[config.mk]
export PLATFORM = sky130hd
export DESIGN_NAME = fp_word_serializer
export DESIGN_NICKNAME = d
export VERILOG_FILES = /design/src/rtl/fp_word_serializer_pkg.sv /design/src/rtl/fp_word_serializer_beat_fifo.sv /design/src/rtl/fp_word_serializer.sv
export SDC_FILE = /design/constraint.sdc
export NUM_CORES = 2
export LEC_CHECK = 0
export ABC_AREA = 1
export BUFFER_PORTS_ARGS = -buffer_cell sky130_fd_sc_hd__buf_2
export CORE_MARGIN = 2
export CORE_UTILIZATION = 50
export CTS_BUF_LIST = sky130_fd_sc_hd__clkbuf_8
export DETAILED_ROUTE_END_ITERATION = 12
export GPL_ROUTABILITY_DRIVEN = 1
export PLACE_DENSITY_LB_ADDON = 0.1
export SETUP_SLACK_MARGIN = 0.05
export SLEW_MARGIN = 5
export SYNTH_ARGS = -nofsm -noshare
export SYNTH_HDL_FRONTEND = slang
export SYNTH_SLANG_ARGS = --single-unit
export TNS_END_PERCENT = 30
[constraint.sdc]
create_clock -name CLK -period 23 [get_ports CLK]
set_input_delay 2.3 -clock CLK [delete_from_list [all_inputs] [get_ports CLK]]
set_output_delay 2.3 -clock CLK [all_outputs]
set_load 0.1 [all_outputs]
[src/rtl/fp_word_serializer_pkg.sv]
// rtl/fp_word_serializer_pkg.sv - shared constants for the fp32 word serializer
package fp_word_serializer_pkg;

  // Word size and lane count of the upstream pair-adder bus.
  localparam int FP_WIDTH  = 32;
  localparam int BUS_LANES = 16;

  // Lane order: lane 0 is the most significant word of a beat, so the
  // serializer always emits the top word and shifts the beat left.

  // Serializer state encoding.
  localparam logic [0:0] ST_IDLE  = 1'b0;
  localparam logic [0:0] ST_SHIFT = 1'b1;

endpackage

[src/rtl/fp_word_serializer_beat_fifo.sv]
// rtl/fp_word_serializer_beat_fifo.sv - small synchronous beat FIFO with level count
module beat_fifo
  import fp_word_serializer_pkg::*;
#(
  parameter int WIDTH = FP_WIDTH * BUS_LANES + 1,
  parameter int DEPTH = 4
) (
  input  logic                     CLK,
  input  logic                     Reset,
  input  logic                     push,
  input  logic [WIDTH-1:0]         wdata,
  input  logic                     pop,
  output logic [WIDTH-1:0]         rdata,
  output logic                     full,
  output logic                     empty,
  output logic [$clog2(DEPTH):0]   level
);

  localparam int AW = $clog2(DEPTH);
  localparam int LW = AW + 1;

  logic [WIDTH-1:0] mem [DEPTH];
  logic [AW-1:0]    wr_ptr;
  logic [AW-1:0]    rd_ptr;
  logic             do_push;
  logic             do_pop;

  // Guard against pushing into a full FIFO or popping an empty one.
  assign do_push = push && !full;
  assign do_pop  = pop && !empty;

  assign full  = (level == LW'(DEPTH));
  assign empty = (level == '0);
  assign rdata = mem[rd_ptr];

  // Storage array; contents are don't-care until written, so no reset.
  always_ff @(posedge CLK) begin
    if (do_push) begin
      mem[wr_ptr] <= wdata;
    end
  end

  // Pointers wrap naturally because DEPTH is a power of two; level tracks occupancy.
  always_ff @(posedge CLK) begin
    if (Reset) begin
      wr_ptr <= '0;
      rd_ptr <= '0;
      level  <= '0;
    end else begin
      if (do_push) begin
        wr_ptr <= wr_ptr + 1'b1;
      end
      if (do_pop) begin
        rd_ptr <= rd_ptr + 1'b1;
      end
      case ({do_push, do_pop})
        2'b10:   level <= level + 1'b1;
        2'b01:   level <= level - 1'b1;
        default: level <= level;
      endcase
    end
  end

endmodule

[src/rtl/fp_word_serializer.sv]
// rtl/fp_word_serializer.sv - buffers 16-lane fp32 beats and streams them one word per cycle
module fp_word_serializer
  import fp_word_serializer_pkg::*;
#(
  parameter int LANES = BUS_LANES,
  parameter int WIDTH = FP_WIDTH,
  parameter int DEPTH = 4
) (
  input  logic                       CLK,
  input  logic                       Reset,
  input  logic                       in_valid,
  input  logic                       in_last,
  input  logic [LANES*WIDTH-1:0]     in_data,
  output logic                       in_ready,
  output logic                       out_valid,
  input  logic                       out_ready,
  output logic [WIDTH-1:0]           out_data,
  output logic                       out_sol,
  output logic                       out_eol,
  output logic [$clog2(LANES)-1:0]   out_lane,
  output logic                       overflow,
  output logic [$clog2(DEPTH):0]     fifo_level
);

  localparam int BW = LANES * WIDTH;
  localparam int LW = $clog2(LANES);
  localparam logic [LW-1:0] LAST_LANE = LW'(LANES - 1);

  logic [0:0]    state;
  logic [BW-1:0] shreg;
  logic [LW-1:0] lane;
  logic          cur_last;
  logic          sol_pending;

  logic          fifo_full;
  logic          fifo_empty;
  logic [BW:0]   fifo_rdata;
  logic          push;
  logic          pop;
  logic          hs;
  logic          load;

  assign in_ready = !fifo_full;
  assign push     = in_valid && in_ready;

  assign out_valid = (state == ST_SHIFT);
  assign out_data  = shreg[BW-1 -: WIDTH];
  assign out_lane  = lane;
  assign out_sol   = out_valid && (lane == '0) && sol_pending;
  assign out_eol   = out_valid && (lane == LAST_LANE) && cur_last;

  assign hs = out_valid && out_ready;

  // A new beat is taken when idle, or straight after the last lane handshakes
  // so consecutive beats stream without a bubble.
  assign load = !fifo_empty && ((state == ST_IDLE) || (hs && (lane == LAST_LANE)));
  assign pop  = load;

  beat_fifo #(
    .WIDTH (BW + 1),
    .DEPTH (DEPTH)
  ) u_fifo (
    .CLK   (CLK),
    .Reset (Reset),
    .push  (push),
    .wdata ({in_last, in_data}),
    .pop   (pop),
    .rdata (fifo_rdata),
    .full  (fifo_full),
    .empty (fifo_empty),
    .level (fifo_level)
  );

  // Serializer FSM: load a beat, walk its lanes on each handshake, return to idle when starved.
  always_ff @(posedge CLK) begin
    if (Reset) begin
      state    <= ST_IDLE;
      shreg    <= '0;
      lane     <= '0;
      cur_last <= 1'b0;
    end else if (load) begin
      state    <= ST_SHIFT;
      shreg    <= fifo_rdata[BW-1:0];
      cur_last <= fifo_rdata[BW];
      lane     <= '0;
    end else if (hs) begin
      if (lane == LAST_LANE) begin
        state <= ST_IDLE;
      end else begin
        lane  <= lane + 1'b1;
        shreg <= {shreg[BW-WIDTH-1:0], {WIDTH{1'b0}}};
      end
    end
  end

  // Line markers: a line starts after reset or after a word flagged end-of-line.
  always_ff @(posedge CLK) begin
    if (Reset) begin
      sol_pending <= 1'b1;
    end else if (hs && out_eol) begin
      sol_pending <= 1'b1;
    end else if (hs && out_sol) begin
      sol_pending <= 1'b0;
    end
  end

  // Upstream cannot stall, so a beat offered while full is lost and remembered until reset.
  always_ff @(posedge CLK) begin
    if (Reset) begin
      overflow <= 1'b0;
    end else if (in_valid && !in_ready) begin
      overflow <= 1'b1;
    end
  end

endmodule

==> impl_metrics.env <==
export IMPL_post_layout_nonfiller_instances=16100
export IMPL_cts_root_buf="clkbuf_8"
export IMPL_syn_avg_cell_area_um2=9.11
export IMPL_yosys_area_share_xor_xnor_pct=0.0156
export IMPL_power_mw=15.4
export IMPL_clkLatencyLatePin_ps=1110
export IMPL_path_cells="buf_2 > nand2_1 > nor2_4 > buf_4 > buf_4 > buf_4 > buf_4"
export IMPL_drive_above_1_share_pct=9.25
export IMPL_grt_max_degree=206
export IMPL_crit_fanout=65
export IMPL_io_buffer_count=560
export IMPL_grt_usage_pct=26.8
export IMPL_arrival_ps=7000
export IMPL_start_util_pct=50.4
export IMPL_syn_to_final_growth_pct=11.2
export IMPL_synth_simple_area_share_pct=20.2
export IMPL_synthesis_nets=12800
export IMPL_synth_seq_cells=2581
export IMPL_die_h_um=477
export IMPL_synthAdderAreaFrac_pct=0.0960
export IMPL_start_kind="primary input"
export IMPL_fmax_ghz=0.158
export IMPL_finalSetupViolCount=0
export IMPL_gr_total_overflow=0
export IMPL_numCtsBuffers=436
export IMPL_synth_warning_count=0
export IMPL_final_net_count=13300
export IMPL_cts_tree="built"
export IMPL_crit_buf_inv=5
export IMPL_synth_cell_type_count=24
export IMPL_clock_skew_ps=68.5
export IMPL_setup_worst_path_start="in_valid"
export IMPL_synth_compound_area_share_pct=2.68
export IMPL_drt_total_wl_mm=311
export IMPL_ctsResizeCount=0
export IMPL_syn_inst=12300
export IMPL_viasPerCell=4.94
export IMPL_syn_cell_area_mm2=0.112
export IMPL_dr_pass1_iters=6
export IMPL_drt_iter0_drc=6929
export IMPL_vias=79600
export IMPL_ys_flop_type="edfxtp_1"
export IMPL_dp_cells=15300
export IMPL_clk_pin_slew_ps=50
export IMPL_maxCapViolCount=0
export IMPL_path_common_cell="buf_4"
export IMPL_worstPathRequired_ps=23690
export IMPL_status="complete, no violations"
export IMPL_leakage_nw=58.9
export IMPL_rows=173
export IMPL_async_flop_share_pct=0
export IMPL_tightestPinTransition_ps=1290
export IMPL_hpwl_mm=193
export IMPL_wl_per_cell_um=19.3
export IMPL_drtAntennaViolNets=0
export IMPL_die_area_mm2=0.228
export IMPL_grt_pass1_wl_mm=462
export IMPL_coreArea_mm2=0.223
export IMPL_cts_setup_buffers=0
export IMPL_ir_worst_vdd_v=0.000169
export IMPL_final_core_util_pct=56.0
export IMPL_synth_mux_area_share_pct=0
export IMPL_die_x_um=477
export IMPL_gp_congestion=0.864
export IMPL_drcViolationCount=0
export IMPL_synth_top_family_by_area="simple AND/OR/NAND/NOR gates"
export IMPL_hold_violations=0
export IMPL_rsz0062_at_grt="false"
export IMPL_hp_start="shreg[14]"
export IMPL_antenna_found_initial=101
export IMPL_p_per_area_mw_per_mm2=123
export IMPL_pin_count=561
export IMPL_synth_edf_count=2052
export IMPL_cpPeakStageDelay_ps=920
export IMPL_fin_crit_ps=6310
export IMPL_hold_class="flip-flop to flip-flop"
export IMPL_design_area_mm2=0.125
export IMPL_clockBufferDepth=4
export IMPL_grt_pass1_vias=74800
export IMPL_crit_type="primary input to flip-flop"
export IMPL_clkSinkCount=2581
export IMPL_endpoint_kind="flip-flop"
export IMPL_htree_levels=5
export IMPL_cp_top_family="buffers and inverters"
export IMPL_reg2reg_from="u_fifo.level[1]"
export IMPL_maxSlewViolCount=0
export IMPL_relSlewSlack_pct=14.2
export IMPL_ctsHoldBuffers=0
export IMPL_post_route_period_util_pct=27.4
export IMPL_slowest_stage="nor2_4"
export IMPL_place_area_mm2=0.116
export IMPL_seq_area_frac_synth_pct=64.4
==> worst paths after layout <==
check / end / slack, ps / cells after the start
setup reg to reg: u_fifo.mem[3][348] / 17420 / 8
setup / recovery: u_fifo.mem[3][348] / 16690 / 7
hold reg to reg: shreg[14] / 470 / 2
hold / removal: shreg[14] / 470 / 2
==> kinds of logic (layout without fill, tap and decap cells) <==
kind of cell / after synthesis / count (layout)
buffers and inverters: 3553 / 4340
AOI/OAI and AO/OA: 599 / 599
adders and majority gates: 8 / 8
DFF: 2581 / 2581
other: 0 / 43
and+or+nand+nor: 5556 / 5556
xor gates and xnor gates: 2 / 2
==> flip-flops by register name (all words and copies together), names as in the netlist, named ones only <==
| name | count |
|---|---|
| u_fifo.level | 3 |
| u_fifo.mem | 2052 |
| out_lane | 4 |
| u_fifo.wr_ptr | 2 |
| sol_pending | 1 |
| out_valid | 1 |
| shreg | 512 |
| overflow | 1 |
| cur_last | 1 |
| u_fifo.rd_ptr | 2 |
==> tightest hold or removal path, delay by kind of cell (launching register included) <==
family | cells | cell delay (ps)
AND/OR/NAND/NOR | 1 | 60
AO/OA/AOI/OAI | 1 | 50
flip-flops | 1 | 310
==> synth_stat cells (2+ instances only) <==
master | instances | share of area, %
dfxtp_1 | 529 | 9.4
o21ai_0 | 45 | 0.20
nor2_1 | 146 | 0.49
ha_1 | 7 | 0.078
nand2_1 | 3960 | 13
buf_4 | 60 | 0.40
inv_1 | 2898 | 9.7
a21oi_1 | 524 | 2.3
clkbuf_1 | 230 | 0.77
o21ai_1 | 29 | 0.13
buf_2 | 294 | 1.3
nand3_1 | 1445 | 6.5
buf_6 | 19 | 0.19
nand2_2 | 2 | 0.011
inv_2 | 6 | 0.020
edfxtp_1 | 2052 | 55
buf_1 | 45 | 0.15
nand3_2 | 2 | 0.018
==> stage by stage <==
step / hold WS (ps) / setup WS (ps) / setup TNS (ps)
2_1_floorplan: 445 / -2240 / -4586470
3_3_place_gp: 452 / 15460 / 0
3_5_place_dp: 457 / 15440 / 0
4_1_cts: 465 / 16660 / 0
5_1_grt: 486 / 16410 / 0
6_report: 466 / 16690 / 0
==> layer usage <==
layer | wire (um) | vias to the layer above | share of wire, % | GRT usage (%)
li1 | - | 38900 | - | -
met1 | 130000 | 37600 | 42 | 35.5
met2 | 147000 | 2437 | 47 | 42.9
met3 | 21800 | 588 | 7.0 | 5.43
met4 | 11900 | 56 | 3.8 | 11.3
met5 | 355 | - | 0.11 | 0
==> power by group <==
part / switching, mW / total, mW / internal, mW
Combinational: 4.05 / 5.45 / 1.40
Sequential: 0.332 / 6.12 / 5.79
Clock: 1.81 / 3.81 / 2.00
Total: 6.19 / 15.4 / 9.19
==> layout make-up <==
type	count	area, um^2
Antenna cell	43	108
Clock buffer	492	6770
Clock inverter	297	1340
Fill cell	20000	97900
Inverter	2905	10900
Multi-Input combinational cell	6165	25900
Sequential cell	2581	72200
Tap cell	2975	3720
Timing Repair Buffer	646	3660
==> cells in the final DEF, fill, tap and decap left out <==
cell,synthesis,layout
clkinv_1,0,66
nand3_4,0,1
buf_8,0,1
edfxtp_1,2052,2052
buf_12,0,16
nand2_2,2,1
buf_2,294,559
ha_1,7,7
nand3_1,1445,1445
inv_1,2898,3075
dfxtp_4,0,2
inv_8,0,2
nand2_1,3960,3960
xnor2_1,1,1
o21ai_0,45,45
o22ai_1,1,1
a21oi_1,524,524
nand4_1,1,1
clkbuf_8,0,492
nor2_4,0,5
diode_2,0,43
buf_4,60,70
xor2_1,1,1
dfxtp_1,529,527
o21ai_1,29,29
clkinv_8,0,2
inv_16,0,1
nor2_1,146,141
inv_6,0,1
inv_2,6,4
nand3_2,2,1
fa_1,1,1
clkinv_2,1,43
clkinvlp_4,0,3
bufinv_16,0,5
nand2_8,0,1
Note: power is estimated with default switching activity, not from simulation.
